--- config.mk ---
export PLATFORM = sky130hd
export DESIGN_NAME = sfm_acc_den_inv_arbiter
export DESIGN_NICKNAME = d
export VERILOG_FILES = /design/src/rtl/sfm_acc_den_inv_arbiter.sv
export SDC_FILE = /design/constraint.sdc
export NUM_CORES = 1
export LEC_CHECK = 0
export CAP_MARGIN = 10
export CORE_MARGIN = 1
export CORE_UTILIZATION = 31
export DETAILED_ROUTE_END_ITERATION = 10
export PLACE_DENSITY = 0.78
export SLEW_MARGIN = 20
export SYNTH_ARGS = -nofsm -noshare
export SYNTH_HDL_FRONTEND = slang
export SYNTH_SLANG_ARGS = --single-unit
export TNS_END_PERCENT = 5
--- constraint.sdc ---
create_clock -name clk_i -period 2.26 [get_ports clk_i]
set_input_delay 0.452 -clock clk_i [delete_from_list [all_inputs] [get_ports clk_i]]
set_output_delay 0.452 -clock clk_i [all_outputs]
set_load 0.01 [all_outputs]
--- src/rtl/sfm_acc_den_inv_arbiter.sv ---
`default_nettype none
// ============================================================================
// sfm_acc_den_inv_arbiter : round-robin sharing of one denominator inverter
// between N_REQ accumulator lanes, with in-order tag return routing.
// Revision 1.0
// ============================================================================
module sfm_acc_den_inv_arbiter #(
  parameter int N_REQ        = 4,
  parameter int WIDTH        = 32,
  parameter int MAX_INFLIGHT = 4
) (
  input  logic                                  clk_i,
  input  logic                                  rst_i,
  input  logic                                  clear_i,
  input  logic [N_REQ-1:0]                      req_valid_i,
  input  logic [N_REQ*WIDTH-1:0]                req_den_i,
  output logic [N_REQ-1:0]                      req_ready_o,
  output logic [N_REQ-1:0]                      rsp_valid_o,
  output logic [WIDTH-1:0]                      rsp_inv_o,
  input  logic [N_REQ-1:0]                      rsp_ready_i,
  output logic                                  inv_valid_o,
  output logic [WIDTH-1:0]                      inv_den_o,
  input  logic                                  inv_ready_i,
  input  logic                                  inv_valid_i,
  input  logic [WIDTH-1:0]                      inv_res_i,
  output logic                                  inv_ready_o,
  output logic [$clog2(MAX_INFLIGHT+1)-1:0]     inflight_o,
  output logic                                  busy_o,
  output logic                                  err_o
);

  localparam int ID_W  = $clog2(N_REQ);
  localparam int CNT_W = $clog2(MAX_INFLIGHT+1);
  localparam int PTR_W = (MAX_INFLIGHT > 1) ? $clog2(MAX_INFLIGHT) : 1;

  logic [ID_W-1:0]  ptr_q, ptr_d;
  logic             lock_q, lock_d;
  logic [ID_W-1:0]  lock_id_q, lock_id_d;
  logic             err_q, err_d;
  logic [CNT_W-1:0] cnt_q, cnt_d;
  logic [PTR_W-1:0] wr_ptr_q, wr_ptr_d;
  logic [PTR_W-1:0] rd_ptr_q, rd_ptr_d;
  logic [ID_W-1:0]  tag_q [MAX_INFLIGHT];

  logic [ID_W-1:0]  scan_w;
  logic [ID_W-1:0]  sel_w;
  logic [ID_W-1:0]  head_w;
  logic             full_w, empty_w, push_w, pop_w;

  // Rotating priority scan starting at the round-robin pointer.
  always_comb begin
    scan_w = ptr_q;
    for (int i = N_REQ - 1; i >= 0; i--) begin
      if (req_valid_i[ID_W'((int'(ptr_q) + i) % N_REQ)]) begin
        scan_w = ID_W'((int'(ptr_q) + i) % N_REQ);
      end
    end
  end

  assign sel_w   = lock_q ? lock_id_q : scan_w;
  assign full_w  = (cnt_q == CNT_W'(MAX_INFLIGHT));
  assign empty_w = (cnt_q == '0);
  assign head_w  = tag_q[rd_ptr_q];

  assign inv_valid_o = (lock_q | (|req_valid_i)) & ~full_w;
  assign inv_den_o   = req_den_i[sel_w*WIDTH +: WIDTH];
  assign push_w      = inv_valid_o & inv_ready_i;

  assign inv_ready_o = ~empty_w & rsp_ready_i[head_w];
  assign rsp_inv_o   = inv_res_i;
  assign pop_w       = inv_valid_i & inv_ready_o;

  always_comb begin
    req_ready_o = '0;
    rsp_valid_o = '0;
    if (push_w) req_ready_o[sel_w] = 1'b1;
    if (!empty_w) rsp_valid_o[head_w] = inv_valid_i;
  end

  always_comb begin
    ptr_d     = ptr_q;
    lock_d    = lock_q;
    lock_id_d = lock_id_q;
    err_d     = err_q | (inv_valid_i & empty_w);
    wr_ptr_d  = wr_ptr_q;
    rd_ptr_d  = rd_ptr_q;
    cnt_d     = cnt_q;
    if (push_w) begin
      ptr_d    = (sel_w == ID_W'(N_REQ - 1)) ? '0 : sel_w + 1'b1;
      lock_d   = 1'b0;
      wr_ptr_d = (wr_ptr_q == PTR_W'(MAX_INFLIGHT - 1)) ? '0 : wr_ptr_q + 1'b1;
    end else if (inv_valid_o) begin
      lock_d    = 1'b1;
      lock_id_d = sel_w;
    end
    if (pop_w) begin
      rd_ptr_d = (rd_ptr_q == PTR_W'(MAX_INFLIGHT - 1)) ? '0 : rd_ptr_q + 1'b1;
    end
    case ({push_w, pop_w})
      2'b10:   cnt_d = cnt_q + 1'b1;
      2'b01:   cnt_d = cnt_q - 1'b1;
      default: cnt_d = cnt_q;
    endcase
  end

  always_ff @(posedge clk_i) begin
    if (rst_i || clear_i) begin
      ptr_q     <= '0;
      lock_q    <= 1'b0;
      lock_id_q <= '0;
      err_q     <= 1'b0;
      cnt_q     <= '0;
      wr_ptr_q  <= '0;
      rd_ptr_q  <= '0;
    end else begin
      ptr_q     <= ptr_d;
      lock_q    <= lock_d;
      lock_id_q <= lock_id_d;
      err_q     <= err_d;
      cnt_q     <= cnt_d;
      wr_ptr_q  <= wr_ptr_d;
      rd_ptr_q  <= rd_ptr_d;
    end
  end

  // Tag storage needs no reset; only the pointers define validity.
  always_ff @(posedge clk_i) begin
    if (push_w) tag_q[wr_ptr_q] <= sel_w;
  end

  assign inflight_o = cnt_q;
  assign busy_o     = (cnt_q != '0);
  assign err_o      = err_q;

endmodule
`default_nettype wire

# --- Word-level counts from Yosys, hierarchy flattened ---
# Memories as Yosys holds them, arrays and structs flattened. A register that Yosys moved wholly into a read port is not among the register bits.
# Cells that the tools add are included.
totals:
  reg_bits: 13
  n_memories: 1
  ramBits: 8
  wordCells: 84
  in_bits: 173
  out_inout_bits: 79
op_classes:
  n_eq_ne: 6
  n_shift: 1
  reduce_logical: 9
  n_mux: 33
  bitwise_logic: 11
  addsub: 8
  magnitude_cmp: 8
memory_table:
  columns: ["memory", "words", "width", "rd", "rd_ports_with_merged_regs", "write_ports", "line_no", "rtl"]
  rows:
  - ["tag_q", 4, 2, 1, 1, 1, "43", "logic [ID_W-1:0] tag_q [MAX_INFLIGHT];"]
ops:
  columns: ["cell", "n"]
  rows:
  - ["$shiftx A128 B8 Y32", 1]
  - ["$mux W2", 10]
  - ["$lt A2 B4 Y1 const B", 4]
  - ["$mux W1", 13]
  - ["$bmux W1 S2", 5]
  - ["$add A2 B1 Y2 const B", 4]
  - ["$eq A2 B2 Y1 const B", 4]
  - ["$mux W4", 2]
  - ["$lt A2 B3 Y1 const B", 2]
  - ["$pmux W3 S2", 1]
  - ["$and A1 B1 Y1", 5]
  - ["$add A2 B2 Y2 const B", 2]
  - ["$and A4 B4 Y4", 1]
  - ["$demux W1 S2", 2]
  - ["$ge A2 B1 Y1 const B", 2]
  - ["$reduce_or A4 Y1", 1]
  - ["$add A3 B1 Y3 const B", 1]
  - ["$eq A3 B3 Y1 const B", 1]
  - ["$logic_not A3 Y1", 1]
  - ["$not A1 Y1", 3]
  - ["$reduce_bool A3 Y1", 1]
  - ["$sub A3 B1 Y3 const B", 1]
  - ["$eq A2 B1 Y1 const B", 1]
  - ["$logic_and A1 B1 Y1", 2]
  - ["other kinds (5)", 6]

# --- Logic depth before layout (Yosys ltp) ---
depth:
  depth_word: 14
  depth_mapped: 10
  mapped_depth_nobuf: 9

# --- Least setup slack after synthesis ---
# OpenSTA, ideal clock, no wires.
synth_timing:
  path_kind: "register to register"
  from: "register (tool-made name)"
  to: "register cnt_q[2], in the netlist inflight_o[2]"
  arrival_ps: 2411
  period_less_slack_ps: 2481
  setup_slack_ps: -221
  setup_time_ps: 71
  stages_incl_launch_ff: 9
  path_buffers: 0
  required_ps: 2189
  cell_sequence: "dfxtp_1 -> mux4_2 -> mux2i_1 -> o22ai_1 -> ha_1 -> fa_1 -> xnor2_1 -> or3_1 -> a21oi_1"
synth_lines:
  columns: ["item", "line_no", "rtl"]
  rows:
  - ["end signal: assignment", "120", "cnt_q <= cnt_d;"]
  - ["end: declaration", "40", "logic [CNT_W-1:0] cnt_q, cnt_d;"]

# --- Final worst setup path ---
layout_timing:
  from: "input req_valid_i[2]"
  to: "output inv_den_o[2]"
layout_between:
  elab_chain_len: 9
  word_cells_on_any_way: 18
  classes_between: "shift (1); mux (17)"
layout_rtl:
  columns: ["item", "line_no", "rtl"]
  rows:
  - ["start: declaration", "15", "input logic [N_REQ-1:0] req_valid_i,"]
  - ["$bmux W1 S2", "54", "if (req_valid_i[ID_W'((int'(ptr_q) + i) % N_REQ)]) begin"]
  - ["$mux W1 (not written as such) (2 in series)", "54", null]
  - ["$mux W2 (3 in series)", "54", null]
  - ["$mux W2 (*)", "54", null]
  - ["$mux W2 (*)", "60", "assign sel_w = lock_q ? lock_id_q : scan_w;"]
  - ["$shiftx A128 B8 Y32 (*)", "66", "assign inv_den_o = req_den_i[sel_w*WIDTH +: WIDTH];"]
  - ["end: declaration", "22", "output logic [WIDTH-1:0] inv_den_o,"]
# Mark *: on every way between the ends. The rest lies on a longest branch, timed or not. The select of a mux whose other input is x is not followed.

==> results.md <==
- Avg Vias per Cell: 6.037
- DRT antenna net count: 0
- TritonRoute pass-1 iters: 6
- Commonest non-fill, non-tap cell in the layout: clkdlybuf4s50_1
- Sequential share of power: 22.5%
- Nature of the critical path startpoint: primary input
- Unrepaired setup endpoints after global routing: yes
- Logic pwr share: 65.0%
- DRT met1 WL: 5175 µm
- Met3 wire len: 1161 µm
- CP bufs+invs: 5
- Failing checks: negative setup slack
- LEAKAGE: 0.002251 µW
- Synth Flop Type: dfxtp_1
- Sequential cell area fraction in the yosys report: 16.44%
- Die Ht: 105.0 µm
- Crit-path max FO: 6
- Placed cell area: 5399 µm²
- Worst Path Arrival: 2160 ps
- Simple-Gate Fraction of Synth Area: 13.25%
- Nets: 783
- Area share of fa/ha/maj cells after synthesis: 3.274%
- Tcrit/Tclk final: 115.7%
- Final instance area: 5680 µm²
- Worst-path clk slew: 80 ps
- CTS Buf Count: 3
- Initial drt markers: 325
- # DRC: 0
- IO Pins: 252
- Antenna Cells: 0
- Die area: 11020 µm²
- Net Sw Frac: 36.06%
- WL per Instance: 19.40 µm
- Fmax: 0.3825 GHz
- Initial antenna violation count: 0
- CP required: 1810 ps
- Area delta synth->final: 72.82%
- GP Congestion: 0.8477
- Post-synthesis cell count: 426
- Hold buffers post-CTS: 0
- Mux contribution to synthesized area: 3.616%
- CTS tree: done
- Starting density of the core: 31.84%
- Max Root-Sink Buffers: 2
- Clock Power Share: 12.5%
- Power Dens Cells: 354.7 nW/µm²
- End-of-flow core utilization: 55.02%
- Via count: 4449
- Hold WC Path Type: register to register
- CTS sink cnt: 23
- NetSw: 726.5 µW
- IO Port Bufs: 187
- Max Cap Viol: 0
- Synth Area in Compound Gates: 47.54%
- CP Capture Type: output port
- Number of distinct library cells after synthesis: 48
- Post-synth net total: 607
- CP max stage delay: 550 ps
- Post-Syn Area per Cell: 7.716 µm²
- Final hold viol count: 0
- Vias in the first global route: 4559
- Tightest Pin Transition: 358.6 ps
- CTS HTree Levels: 1
- Post-Place Cells: 720
- Final max-slew violation count: 0
- Critical path's slowest cell: or4_4
- Cell row count: 37
- Max rail drop VDD: 192.4 µV
- Routed wl met2: 7486 µm
- Final setup margin: -354.5 ps
- Yosys reg bits: 23
- Largest family of logic cells by synthesized area: compound AO/OA/AOI/OAI gates
- Most frequent cells in the layout: 141 x clkdlybuf4s50_1, 38 x buf_4, 36 x buf_2
- First-pass GRT wire length: 22150 µm
- Final Non-Filler Cells: 737
- Layout cell share with drive strength beyond 1: 24.96%
- Most used cell, CP: buf_2
- Post-Route Setup TNS: -12540 ps
- Number of synthesized flops with an enable pin: 8
- GRT Util Overall: 24.63%
- Core Area: 10320 µm²
- Clk Latency, worst-skew pair: 260 ps
- Final WL: 14300 µm
- Fillers: 929
- Synth warn: 0
- Die Wd: 105.0 µm
- Clock Skew: 2.166 ps
- Xor-xnor portion of the synthesized cell area: 0.5329%
- Share of flip-flops with an asynchronous set or reset: 0%
- Crit Path Class: primary input to output port
- Highest Signal Layer: met4
- Final setup fails: 39
- GRT overflow: 0
- Synth Cell Area: 3287 µm²
- Crit path max-delay family: simple AND/OR/NAND/NOR gates
- Min cycle time layout: 2614 ps
- Status: finished with violations
- Crit-path cells: buf_2 > nor3b_4 > buf_4 > or4_4 > buf_6 > buf_12 > nand3_1 > a21o_1 > a31oi_1 > buf_2
- P_int: 1288 µW
- Detail Placement HPWL: 10130 µm
- CTS root buf: clkbuf_8
- Largest net degree at the start of global routing: 41
- Slew margin rel.: 76.10%
timing repair:
action | 4_1_cts | 5_1_grt
setup buffers | 7 | 1
pin swaps | 14 | 3
cloned | 4 | 1
endpoints found under the setup margin | 46 | 43
resized for setup | 211 | 10
routing by layer:
metal  GRT usage (%)  vias to the layer above
met5               0                        -
met1           27.21                     2098
met3           4.304                       44
met2           46.17                      288
met4           9.960                        0
li1                -                     2019
state kept, by name, indices dropped and copies added (netlist names), named ones only:
signal	flops
rd_ptr_q	2
lock_id_q	2
wr_ptr_q	2
tag_q	8
inflight_o	3
err_o	1
lock_q	1
ptr_q	2
synth_stat cells (all sizes together), types with 4 or more instances:
cell type | count | area share, %
a211oi | 34 | 7.9
a21o | 32 | 7.3
a21oi | 6 | 0.91
a22oi | 32 | 7.3
a31oi | 32 | 6.1
and3 | 6 | 1.1
buf | 49 | 11
clkbuf | 33 | 3.8
dfxtp | 15 | 9.1
edfxtp | 8 | 7.3
ha | 7 | 2.7
inv | 7 | 0.80
mux2i | 7 | 2.1
nand2 | 8 | 0.91
nand3 | 33 | 5.0
nor2 | 19 | 2.2
o21ai | 33 | 5.0
o311a | 32 | 9.7
o31ai | 4 | 1.5
power by group through the flow:
stage               Clock (µW)  Combinational [µW]  Sequential (µW)
CTS                        258                1280              453
finish                     251                1310              454
floorplan                    0                 615              462
detailed placement           0                1260              463
global placement             0                1230              462
global route               279                1400              456
stage by stage:
stage / hold slack (ps) / power, µW / setup slack, ps
5_1_grt: 529.2 / 2132 / -449.2
2_1_floorplan: 460.2 / 1077 / -124.4
3_3_place_gp: 451.7 / 1696 / -1118
6_report: 492.9 / 2015 / -354.5
4_1_cts: 483.8 / 1993 / -380.5
3_5_place_dp: 464.8 / 1724 / -1172
final timing paths:
check                               end  depth (start not counted)  slack (ps)        startpoint
max                        inv_den_o[2]                         10        -350    req_valid_i[2]
min                    err_o$_SDFF_PP0_                          2         490  err_o$_SDFF_PP0_
max reg2reg  inflight_o[2]$_SDFFE_PP0P_                          8        -250          register
min reg2reg            err_o$_SDFF_PP0_                          2         490  err_o$_SDFF_PP0_
worst min-delay path: stages, from the launching register on:
cell and delay (ps):
dfxtp_1 340, a21oi_1 40, nor2_1 80
final cells by class:
cell class	count	area, µm²	area share [%]
Clock inverter	1	5.005	0.08811
Timing Repair Buffer	253	2500	44.01
Inverter	7	28.78	0.5066
Tap cell	136	170.2	2.996
Clock buffer	3	41.29	0.7269
Multi-Input combinational cell	314	2387	42.03
Sequential cell	23	548.0	9.648
logic make-up (layout without fill, tap and decap cells):
group / count (synthesis) / in the layout
mux: 9 / 9
fa+ha+maj: 8 / 8
xor+xnor: 2 / 2
simple gates: 84 / 84
compound gates: 211 / 211
flops: 23 / 23
buf+inv: 89 / 264
Note: power is estimated with default switching activity, not from simulation.
